[src/rtl/fetch_unit.sv]
// Instruction fetch front end: one outstanding imem request, 2-entry {pc, instr} buffer.
// Optional FETCH_MISALIGN_CHECK_EN: misaligned redirect targets latch a sticky halt flag.
module fetch_unit #(
    parameter logic [31:0] RESET_PC = 32'h0000_0000
) (
    input  logic        clk,
    input  logic        rst,
    output logic        imem_req,
    output logic [31:0] imem_addr,
    input  logic        imem_rvalid,
    input  logic [31:0] imem_rdata,
    input  logic        pcRedirect,
    input  logic [31:0] pcTarget,
    output logic [31:0] instr,
    output logic [31:0] pc,
    output logic [31:0] pcPlus4,
    output logic        instr_valid,
    input  logic        instr_ready,
    output logic        misaligned
);

    typedef enum logic [1:0] {StIdle, StFetch, StDrop} state_e;

    state_e      state_q, state_d;
    logic [31:0] fetch_pc_q, fetch_pc_d;
    logic [31:0] pc_q    [2];
    logic [31:0] instr_q [2];
    logic        rd_ptr_q, rd_ptr_d;
    logic [1:0]  count_q, count_d;
    logic        wr_ptr;
    logic        req_raw;
    logic        push;
    logic        pop;
    logic [31:0] target;

`ifdef FETCH_MISALIGN_CHECK_EN
    logic mis_q, mis_d;

    assign target = pcTarget;
    assign mis_d  = mis_q | (pcRedirect & (pcTarget[1:0] != 2'b00));

    always_ff @(posedge clk or posedge rst) begin
        if (rst) begin
            mis_q <= 1'b0;
        end else begin
            mis_q <= mis_d;
        end
    end

    assign misaligned = mis_q;
`else
    logic unused_tgt_lsbs;

    assign unused_tgt_lsbs = ^pcTarget[1:0];
    assign target          = {pcTarget[31:2], 2'b00};
    assign misaligned      = 1'b0;
`endif

    // Only IDLE issues, so count < 2 here already bounds count + outstanding to 2.
    assign req_raw   = (state_q == StIdle) && (count_q != 2'd2) && !pcRedirect && !misaligned;
    assign imem_req  = req_raw & ~rst;
    assign imem_addr = fetch_pc_q;

    assign instr_valid = (count_q != 2'd0);
    assign push        = (state_q == StFetch) && imem_rvalid && !pcRedirect;
    assign pop         = instr_valid && instr_ready;
    assign wr_ptr      = rd_ptr_q ^ count_q[0];

    assign instr   = instr_q[rd_ptr_q];
    assign pc      = pc_q[rd_ptr_q];
    assign pcPlus4 = pc + 32'd4;

    always_comb begin
        state_d = state_q;
        case (state_q)
            StIdle:  if (req_raw) state_d = StFetch;
            StFetch: begin
                if (imem_rvalid) begin
                    state_d = StIdle;
                end else if (pcRedirect) begin
                    state_d = StDrop;
                end
            end
            StDrop:  if (imem_rvalid) state_d = StIdle;
            default: state_d = StIdle;
        endcase
    end

    // Redirect flushes and retargets; it takes priority over any push or pop.
    always_comb begin
        fetch_pc_d = fetch_pc_q;
        count_d    = count_q;
        rd_ptr_d   = rd_ptr_q;
        if (pcRedirect) begin
            fetch_pc_d = target;
            count_d    = 2'd0;
            rd_ptr_d   = 1'b0;
        end else begin
            if (push) fetch_pc_d = fetch_pc_q + 32'd4;
            case ({push, pop})
                2'b10: count_d = count_q + 2'd1;
                2'b01: begin
                    count_d  = count_q - 2'd1;
                    rd_ptr_d = ~rd_ptr_q;
                end
                2'b11: rd_ptr_d = ~rd_ptr_q;
                default: ;
            endcase
        end
    end

    always_ff @(posedge clk or posedge rst) begin
        if (rst) begin
            state_q    <= StIdle;
            fetch_pc_q <= RESET_PC;
            count_q    <= 2'd0;
            rd_ptr_q   <= 1'b0;
        end else begin
            state_q    <= state_d;
            fetch_pc_q <= fetch_pc_d;
            count_q    <= count_d;
            rd_ptr_q   <= rd_ptr_d;
        end
    end

    always_ff @(posedge clk or posedge rst) begin
        if (rst) begin
            pc_q[0]    <= 32'd0;
            pc_q[1]    <= 32'd0;
            instr_q[0] <= 32'd0;
            instr_q[1] <= 32'd0;
        end else if (push) begin
            pc_q[wr_ptr]    <= fetch_pc_q;
            instr_q[wr_ptr] <= imem_rdata;
        end
    end

endmodule

[config.mk]
export PLATFORM = sky130hd
export DESIGN_NAME = fetch_unit
export DESIGN_NICKNAME = d
export VERILOG_FILES = /design/src/rtl/fetch_unit.sv
export SDC_FILE = /design/constraint.sdc
export NUM_CORES = 1
export LEC_CHECK = 0
export CORE_MARGIN = 2
export CORE_UTILIZATION = 45
export DETAILED_ROUTE_END_ITERATION = 8
export PLACE_DENSITY = 0.77
export SYNTH_ARGS = -nofsm -noshare
export SYNTH_HDL_FRONTEND = slang
export SYNTH_SLANG_ARGS = --single-unit
[constraint.sdc]
create_clock -name clk -period 4.6 [get_ports clk]
set_input_delay 0.46 -clock clk [delete_from_list [all_inputs] [get_ports clk]]
set_output_delay 0.46 -clock clk [all_outputs]
set_load 0.005 [all_outputs]
==> results of run 1 <==
[final cells by class]
cell class | count | area [sq um] | area share
Timing Repair Buffer | 200 | 2002 | 0.1866
Antenna cell | 1 | 2.502 | 0.0002332
Clock inverter | 9 | 157.7 | 0.01469
Inverter | 13 | 52.55 | 0.004898
Tap cell | 225 | 281.5 | 0.02624
Sequential cell | 159 | 3983 | 0.3712
Multi-Input combinational cell | 471 | 3786 | 0.3529
Clock buffer | 22 | 464.2 | 0.04327
[report_power, final]
part / switching [W] / internal [W] / leakage [nW]
logic: 0.000538 / 0.00107 / 2.25
registers: 0.000268 / 0.00177 / 1.99
clock network: 0.000547 / 0.000937 / 0.297
total: 0.00135 / 0.00377 / 4.54
[cell families after synthesis]
family          count (synthesis)  share of synthesized area
xor+xnor                       56                    0.06154
mux                           182                     0.2557
other cells                     1                  0.0004705
compound gates                 58                    0.04098
buf+inv                        51                    0.03030
simple gates                  166                     0.1086
fa+ha+maj                       2                   0.003139
flops                         159                     0.4992
[worst max path at each step]
stage | depth (start not counted) | from | end | slack (ps)
2_1_floorplan | 12 | rd_ptr_q | pcPlus4[30] | 1150
3_3_place_gp | 10 | rd_ptr_q | pcPlus4[30] | 1060
3_5_place_dp | 10 | rd_ptr_q | pcPlus4[30] | 990
4_1_cts | 10 | rd_ptr_q | pcPlus4[30] | 530
5_1_grt | 10 | rd_ptr_q | pcPlus4[30] | 340
6_report | 9 | rd_ptr_q | pcPlus4[30] | 550
[routing by layer]
layer	vias up	wire length, um	share of wire	global-route usage
met1	2899	8171	0.43	0.2756
met3	16	1521	0.079	0.07407
met5	-	13	0.00068	0
li1	2775	-	-	-
met4	2	144	0.0075	0.05785
met2	168	9315	0.49	0.3460
[worst max-delay path, cell delays in order, from the launching register on]
cell	delay, ps
dfrtp_4	650
mux2_2	320
ha_1	260
nand4b_1	160
a221oi_1	320
buf_4	200
nand2_1	210
nor3b_1	310
xor2_1	200
clkdlybuf4s50_1	540
[flip-flops by register name (all words and copies together), names as in the netlist]
| signal | count |
|---|---|
| state_q | 2 |
| rd_ptr_q | 1 |
| pc_q | 60 |
| count_q | 2 |
| imem_addr | 30 |
| instr_q | 64 |
[cell usage in the layout (no fill, tap or decap), types with 3 or more instances in the layout]
cell type | synthesis | final
nand3b_1 | 3 | 3
nand4b_1 | 7 | 7
or3_1 | 4 | 3
clkbuf_16 | 0 | 17
bufinv_16 | 0 | 4
nor4_1 | 3 | 3
conb_1 | 1 | 7
clkbuf_1 | 17 | 3
xor2_1 | 24 | 24
clkinvlp_4 | 0 | 3
mux2_2 | 173 | 173
o21ai_0 | 37 | 37
buf_4 | 7 | 8
and2_1 | 3 | 3
mux2i_1 | 9 | 9
dfrtp_1 | 159 | 158
nand4_1 | 17 | 17
a31oi_1 | 5 | 5
nor2b_1 | 5 | 5
inv_1 | 13 | 12
nor3_1 | 6 | 6
and3_1 | 8 | 8
a21oi_1 | 7 | 7
clkdlybuf4s50_1 | 0 | 190
nand2_1 | 57 | 57
nor2_1 | 17 | 17
nand3_1 | 25 | 24
xnor2_1 | 32 | 32
[stage by stage]
step,hold WS (ps),std cells
after floorplan,449.2,681
after global placement,467.2,1068
after detailed placement,470.2,1068
after CTS,502.7,1099
after global routing,510.0,1100
final,500.0,1100
==> metrics.md, run 1 <==
| Metric | Value |
|---|---|
| Post-synthesis register bit count | `159` |
| FF-to-FF setup slack | `1250 ps` |
| Worst r2r dst | `instr_q[19]` |
| Routed Antenna Nets | `0` |
| DR vias | `5860` |
| Startpoint type of the worst setup path | `flip-flop` |
| Final Cycle Share | `0.8801` |
| Arrival @ worst endpoint | `3590 ps` |
| Hold crit path type | `reg -> reg` |
| CTS resizes | `0` |
| Final instance area | `0.01073 sq mm` |
| Post CTS Setup Buffer Count | `0` |
| Std cell rows | `48` |
| Cell area after synthesis | `0.007970 sq mm` |
| Worst slew margin | `0.2929` |
| NumNets Final | `933` |
| Most frequent cell after synthesis | `mux2_2` |
| Worst hold endpoint | `instr_q[35]` |
| Post-synth EDFFs | `0` |
| Worst reg2reg path depth | `5` |
| Setup ws final | `551.6 ps` |
| Worst Path Max Fanout | `36` |
| Final Critical Period | `just over 4000 ps` |
| Placer Congestion | `0.8123` |
| Dpl cell area | `0.01010 sq mm` |
| Final setup viols | `0` |
| Worst-Skew Late Latency | `410 ps` |
| Root buf cell | `clkbuf_16` |
| Final Util | `0.6203` |
| Worst Path Required | `slightly above 4000 ps` |
| Fraction of final layout cells with drive strength greater than 1 | `0.2494` |
| Core area | `0.01730 sq mm` |
| First-pass GRT wire length | `31280 um` |
| Synthesized area per cell | `approximately 12 sq um` |
| Number of global-route vias before repair | `around 6000` |
| Port Buffer Count | `190` |
| F_max | `0.2470 GHz` |
| WL final | `roughly 19000 um` |
| Ys flop type | `dfrtp_1` |
| Synth top cells by count | `mux2_2, dfrtp_1, nand2_1, o21ai_0, xnor2_1` |
| Reg-to-Reg Start | `rd_ptr_q` |
| Clk_skew | `11.28 ps` |
| Slew Viols, Final | `0` |
| Clk buf depth | `2` |
| Status | `finished, final reports clean` |
| Yosys top cell area share | `0.4992` |
| Fin. Hold Viols | `0` |
| Power per Cell Area | `477.9 mW/mm^2` |
| Asr flop ratio synth | `1.000` |
| Synthesis-to-layout area growth | `34.61%` |
| Initial antenna violation count | `2` |
| Die area | `approximately 0.019 sq mm` |
| Die W | `137.1 um` |
| CTS Buf Count | `17` |
| Worst-Margin Slew | `around 1100 ps` |
| Worst setup EP type | `primary output` |
| Initial Util | `0.4608` |
| Leading area contributor after synthesis | `dfrtp_1` |
| DR pass1 iterations | `4` |
| Via density | `5.327` |
| Sequential element share of the synthesized area | `0.4992` |
| CTS Hold Bufs | `0` |
| Unrepaired setup endpoints after global routing | `no` |
| H-tree depth | `4` |
| Reg clk slew, reported paths | `60 ps` |
| Pre-CTS WS | `992.0 ps` |
| TritonCTS Sinks | `around 160` |
| Syn Inst Count | `675` |
| # IOs | `200` |
| Syn. warnings | `0` |
| Tot Pwr | `0.005127 W` |
| Post-DP HPWL | `13490 um` |
| Leakage | `4.541 nW` |
| Hold Path Origin | `instr_q[35]` |
| DR WL/cell | `17.42 um` |
| All-Layer GR Usage | `0.2146` |
| Top post-synthesis cells by area | `dfrtp_1, mux2_2, xnor2_1` |
| Peak supply drop | `~320 uV` |
| Initial DRC Count | `349` |
| FILL cells | `1426` |
| Setup CP Type | `reg -> out` |
| Largest net degree at the start of global routing | `67` |
| Die Y | `~140 um` |
| Hold Path Depth | `1` |
| # DRC | `0` |
| Max-cap violations | `0` |
| Synth cell types | `46` |
| Fin Setup TNS | `0 ps` |
| CTS tree | `built` |
| Total gr overflow | `0` |
(Power assumes the default switching activity.)
==> run 2, diff against run 1 <==
--- a/config.mk
+++ b/config.mk
@@ -9,6 +9,7 @@
 export CORE_UTILIZATION = 45
 export DETAILED_ROUTE_END_ITERATION = 8
 export PLACE_DENSITY = 0.77
+export SKIP_LAST_GASP = 1
 export SYNTH_ARGS = -nofsm -noshare
 export SYNTH_HDL_FRONTEND = slang
 export SYNTH_SLANG_ARGS = --single-unit
==> results of run 2 <==
Final layout, timing and power as in run 1 (identical DEF).
